File: src/rtl/mips_pkg.sv
// Shared MIPS datapath types and register-file constants.
package mips_pkg;

    localparam int REG_IDX_W = 5;
    localparam int WORD_W    = 32;

    typedef logic [REG_IDX_W-1:0] reg_idx_t;
    typedef logic [WORD_W-1:0]    word_t;

    localparam reg_idx_t REG_ZERO = 5'd0;
    localparam reg_idx_t REG_GP   = 5'd28;
    localparam reg_idx_t REG_SP   = 5'd29;
    localparam reg_idx_t REG_RA   = 5'd31;

    localparam word_t SP_RESET = 32'h7FFF_EFFC;
    localparam word_t GP_RESET = 32'h1000_8000;

endpackage

File: src/rtl/register_en.sv
// N_BITS register with load enable and asynchronous active-low reset to RESET_VALUE.
module register_en #(
    parameter int                N_BITS      = 32,
    parameter logic [N_BITS-1:0] RESET_VALUE = '0
) (
    input  logic              clk,
    input  logic              rst_n,
    input  logic              en_i,
    input  logic [N_BITS-1:0] d_i,
    output logic [N_BITS-1:0] q_o
);

    logic [N_BITS-1:0] data_d;
    logic [N_BITS-1:0] data_q;

    always_comb begin
        data_d = data_q;
        if (en_i) begin
            data_d = d_i;
        end
    end

    always_ff @(posedge clk or negedge rst_n) begin
        if (!rst_n) begin
            data_q <= RESET_VALUE;
        end else begin
            data_q <= data_d;
        end
    end

    assign q_o = data_q;

endmodule

File: src/rtl/register_file.sv
// 32 x 32 MIPS register file: two combinational read ports, one synchronous write port, $zero hardwired.
// Define REGFILE_WRITE_BYPASS_EN to forward same-cycle write data onto matching read ports.
module register_file
    import mips_pkg::*;
#(
    parameter int                N_BITS         = WORD_W,
    parameter int                N_REGS         = 32,
    parameter logic [N_BITS-1:0] SP_RESET_VALUE = SP_RESET,
    parameter logic [N_BITS-1:0] GP_RESET_VALUE = GP_RESET
) (
    input  logic                 clk,
    input  logic                 reset,
    input  logic                 reg_write_i,
    input  logic [REG_IDX_W-1:0] write_register_i,
    input  logic [N_BITS-1:0]    write_data_i,
    input  logic [REG_IDX_W-1:0] read_register_1_i,
    input  logic [REG_IDX_W-1:0] read_register_2_i,
    output logic [N_BITS-1:0]    read_data_1_o,
    output logic [N_BITS-1:0]    read_data_2_o
);

    logic [N_BITS-1:0] regs [N_REGS];
    logic [N_REGS-1:1] we;

    // One-hot decode gated by reg_write_i, so an X index with writes off selects nothing.
    always_comb begin
        we = '0;
        for (int i = 1; i < N_REGS; i++) begin
            we[i] = reg_write_i && (write_register_i == REG_IDX_W'(i));
        end
    end

    assign regs[0] = '0;

    for (genvar g = 1; g < N_REGS; g++) begin : g_reg
        localparam logic [N_BITS-1:0] RST_VAL =
            (g == int'(REG_SP)) ? SP_RESET_VALUE :
            (g == int'(REG_GP)) ? GP_RESET_VALUE : '0;

        register_en #(
            .N_BITS      (N_BITS),
            .RESET_VALUE (RST_VAL)
        ) u_reg (
            .clk   (clk),
            .rst_n (reset),
            .en_i  (we[g]),
            .d_i   (write_data_i),
            .q_o   (regs[g])
        );
    end

    always_comb begin
        read_data_1_o = regs[read_register_1_i];
        read_data_2_o = regs[read_register_2_i];
`ifdef REGFILE_WRITE_BYPASS_EN
        // Forwarding is suppressed while reset is held so reads show the reset contents.
        if (reset && reg_write_i && (write_register_i != REG_ZERO)) begin
            if (write_register_i == read_register_1_i) begin
                read_data_1_o = write_data_i;
            end
            if (write_register_i == read_register_2_i) begin
                read_data_2_o = write_data_i;
            end
        end
`endif
    end

endmodule
File: config.mk
export PLATFORM = sky130hd
export DESIGN_NAME = register_file
export DESIGN_NICKNAME = d
export VERILOG_FILES = /design/src/rtl/mips_pkg.sv /design/src/rtl/register_en.sv /design/src/rtl/register_file.sv
export SDC_FILE = /design/constraint.sdc
export NUM_CORES = 2
export LEC_CHECK = 0
export BUFFER_PORTS_ARGS = -buffer_cell sky130_fd_sc_hd__buf_4
export CORE_MARGIN = 8
export CORE_UTILIZATION = 53
export CTS_BUF_LIST = sky130_fd_sc_hd__clkbuf_2
export CTS_CLUSTER_DIAMETER = 150
export DETAILED_ROUTE_END_ITERATION = 8
export GPL_TIMING_DRIVEN = 0
export HOLD_SLACK_MARGIN = 0.06
export PLACE_DENSITY = 0.77
export SLEW_MARGIN = 25
export SYNTH_ARGS = -nofsm -noshare
export SYNTH_HDL_FRONTEND = slang
export SYNTH_SLANG_ARGS = --single-unit
File: constraint.sdc
create_clock -name clk -period 2.2 [get_ports clk]
set_input_delay 0 -clock clk [delete_from_list [all_inputs] [get_ports clk]]
set_output_delay 0 -clock clk [all_outputs]
set_load 0.01 [all_outputs]
# Word level (Yosys, flattened, before mapping)

Index checks and enable logic that the tools add are counted.

Register bits: 992
Input bits: 50
Word-level logic and storage cells: 103

Order comparisons: 2
Eq/ne operators: 31
Mux-type cells: 6
Bitwise operators: 2
Reduce and logical (&&, ||, !) cells: 31

Operator list:

| kind                                                                  | number |
|---|---|
| 32-bit binary-select mux with 5-bit select                            | 2 |
| 32-bit 2-to-1 mux                                                     | 4 |
| 5-bit equality test, second input constant                            | 16 |
| 5-bit by 4-bit equality test with 1-bit output, second input constant | 8 |
| 1-bit logical AND                                                     | 31 |
| 5-bit by 3-bit equality test with 1-bit output, second input constant | 4 |
| 6-bit >= comparator, second input constant                            | 2 |
| 5-bit NOT with 6-bit output                                           | 2 |
| 5-bit by 2-bit equality test with 1-bit output, second input constant | 2 |
| 5-bit by 1-bit equality test with 1-bit output, second input constant | 1 |

# Longest topological paths before layout

Depth in word-level cells: 4
Mapped depth: 9
Gate-level depth less buffers: 4

# Hierarchy

From an unflattened synthesis, not the netlist that was laid out.

Cells, all modules: 3568
Area total of the unflattened synthesis: 58026.9 um2

By module, submodules not included:

| module                             | times used | cells an instance | area an instance (um2) |
|---|---|---|---|
| register_en at g_reg[10].u_reg ... | 29         | 68                | 1345.0 |
| register_file                      | 1          | 1460              | 16293.1 |
| register_en at g_reg[29].u_reg     | 1          | 68                | 1380.1 |
| register_en at g_reg[28].u_reg     | 1          | 68                | 1347.5 |

# Least setup slack after synthesis

Ideal clock, no wire load.

Path kind: input-to-output
Start point: in read_register_2_i[0]
End point: out read_data_2_o[10]
Arrival time: 1.554 ns
Slack: 0.646 ns
Stages on the path: 7
Path buffers: 3
Cells stage by stage: buf_2 > buf_6 > buf_2 > mux4_2 > a22o_1 > o21ai_1 > o31ai_1

Longest elaborated chain between the ends: 4

RTL lines:

| element                                              | line                | RTL |
|---|---|---|
| start, declared                                      | register_file.sv:17 | `input logic [REG_IDX_W-1:0] read_register_2_i,` |
| 5-bit NOT with 6-bit output (implied by the code)    | register_file.sv:54 | `read_data_2_o = regs[read_register_2_i];` |
| 32-bit binary-select mux with 5-bit select           | register_file.sv:54 |  |
| 32-bit 2-to-1 mux (implied by the code) (2 in a row) | register_file.sv:54 |  |
| end, declared                                        | register_file.sv:19 | `output logic [N_BITS-1:0] read_data_2_o` |

No other way between the ends. The select of a mux whose other input is x is not followed.

# Worst setup path in the final report

Start point: reg g_reg[30].u_reg.data_q[19]
End point: out read_data_1_o[19]

Longest elaborated chain between the ends: 3

RTL lines:

| element                                              | line                | RTL |
|---|---|---|
| start, declared                                      | register_en.sv:14   | `logic [N_BITS-1:0] data_q;` |
| start signal, assigned                               | register_en.sv:27   | `data_q <= data_d;` |
| 32-bit binary-select mux with 5-bit select           | register_file.sv:53 | `read_data_1_o = regs[read_register_1_i];` |
| 32-bit 2-to-1 mux (implied by the code) (2 in a row) | register_file.sv:53 |  |
| end, declared                                        | register_file.sv:18 | `output logic [N_BITS-1:0] read_data_1_o,` |

No other way between the ends. The select of a mux whose other input is x is not followed.

==> out/metrics.cfg <==
[route]
dr.first_iter.drc_count=4636
wirelength_um=183000
ant_nets=0
drc=0
wl_per_cell_um=32.6
drt-vias-per-instance=6.89
vias=38707
firstDrtPassIters=7

[timing]
tns_ps=-69410
relSlewSlack_pct=3.53
finalMaxSlewViolations=0
finClkSkew_ps=0
fin_crit_ps=3350
hold_slack_ps=-1470
setup_viol=139
hold_viol_final=722
max_freq_mhz=299
rsz0062_at_grt=yes
worstMarginPinSlew_ps=1450
worst_slack_ps=-1150
period_share_pct=152

[critical_path]
startpoint_type=flip-flop
end_kind=primary output
critical_path_required_ps=2200
cpPeakStageDelay_ps=460
slowest_stage=mux4_2
path_cells=mux4_2 > a22o_1 > o21ai_1 > o31ai_1 > buf_4
crit_family=compound AO/OA/AOI/OAI gates
arrival_ps=3350
criticalPathCategory=reg2out
path_buf_inv=1
path_max_fanout=3

[pwr]
p_total_mw=50.7
power_density_nw_per_um2=837
p_leak_nw=27.0
ir_drop_mv=0.570

[clocking]
cts-htree-levels=5
cts.clk_slew.worst_paths_ps=130
cts_buffers=281
clockBufferDepth=4
clock_latency_ps=1480
cts_tree=done
clock_tree.root_cell=clkbuf_2
cts_num_sinks=992

[logic_synthesis]
synthArstFlopShare_pct=100
yosysMostFrequentCell=mux2_2
synth_top_area_cell=dfrtp_1
ys_seq_area_share_pct=46.7
yosysWarnings=0
yosysUniqueCellTypes=31
synth-edff-count=0
ys_seq_elements=992
synth_nets=3655
synth_top_flop_cell=dfrtp_1
synth_common_cells=mux2_2, dfrtp_1, mux4_2, clkbuf_1
synthTopCellsByArea=dfrtp_1, mux2_2, mux4_2
netlist.area_leader.share_pct=45.2
netlist_area_um2=53300
syn_area_per_cell_um2=14.8
syn_inst=3605

[global_routing]
grt_max_degree=136
antenna_found_initial=8
grt_pass1_wl_um=264000
grt_pass1_vias=39941
overflow=0
grt_use_total_pct=32.3

[placement]
dp_slack_ps=-1030
dp_hpwl_um=121000
port_buffers=103
gp_congestion=0.930

[die]
die_h_um=333
start_util_pct=53.4
core_um2=99900
dieArea_um2=111000
die_w_um=333
num_io_pins=114
rows=116

[finish]
fin_util_pct=60.7
layout-drive-gt1-share_pct=52.4
final_nets=4174
areaGrowthSynthToFinish_pct=13.8
largest_register_ffs=992

[run_status]
violations=hold timing, setup timing
status=finished with violations

[worst_hold_path]
hp-class=in2async

[job]
drv_cap=0

-- logic make-up after synthesis --
kind of cell	synth area share (%)
compound gates	6.31
flops	46.7
simple gates	1.36
buf+inv	3.52
mux	42.2
-- stage by stage --
stage | area, um2 | std cells | hold WS, ps
detailed placement | 55900 | 5014 | 136
global route | 60600 | 5612 | -1490
finish | 60600 | 5614 | -1470
floorplan | 53300 | 3605 | -296
global placement | 55700 | 5006 | 260
CTS | 60200 | 5601 | -1550
-- placed cells by master, fill, tap and decap left out, types with 114 or more instances in the layout --
master,count
buf_4,133
clkbuf_2,435
mux2i_1,192
clkbuf_1,203
mux4_2,384
dfrtp_1,962
buf_2,132
a22o_1,187
mux2_2,967
dlygate4sd3_1,114
-- report_power, final --
group	total (mW)	internal [mW]	leakage, nW	switching, mW
clock network	13.5	5.47	1.90	8.06
registers	24.5	21.9	12.6	2.62
logic	12.7	7.28	12.5	5.44
total	50.7	34.6	27.0	16.1
-- routing by layer --
layer  track usage, %  wire [um]  vias to the layer above
met2             47.6      81000                     2797
met4             19.4      12000                        2
met1             40.3      66400                    19993
li1                 -          -                    15163
met3             12.6      23600                      752
met5                0         54                        -
-- repair_timing --
item                                     CTS  global route
pin swaps                                 20            29
gates resized for setup                  134            72
setup buffers                              2             6
hold endpoints to repair                1714           745
hold buffers                             116             1
endpoints found under the setup margin    64           252
-- worst paths after layout --
| path | from | end | slack [ps] | depth (start not counted) |
|---|---|---|---|---|
| max | g_reg[30].u_reg.q_o[19] | read_data_1_o[19] | -1150 | 5 |
| min | reset | g_reg[31].u_reg.q_o[24] | -1470 | 2 |
| max reg2reg | g_reg[31].u_reg.q_o[2] | g_reg[31].u_reg.q_o[2] | 750 | 3 |
| min reg2reg | g_reg[13].u_reg.q_o[26] | g_reg[13].u_reg.q_o[26] | 510 | 1 |
| max in group asynchronous | reset | g_reg[13].u_reg.q_o[13] | 1210 | 5 |
| min in group clk | write_register_i[2] | g_reg[2].u_reg.q_o[31] | 170 | 6 |
-- layout make-up --
cell class / instances / area [um2]
antenna: 6 / 15.0
buffer: 406 / 1920
clock buffer: 419 / 2100
clock inverter: 50 / 304
fill: 7651 / 39200
inverter: 2 / 7.51
multi-input combinational: 2205 / 27500
sequential: 992 / 24900
tap: 1298 / 1620
timing repair buffer: 236 / 2280
(Power assumes the default switching activity.)
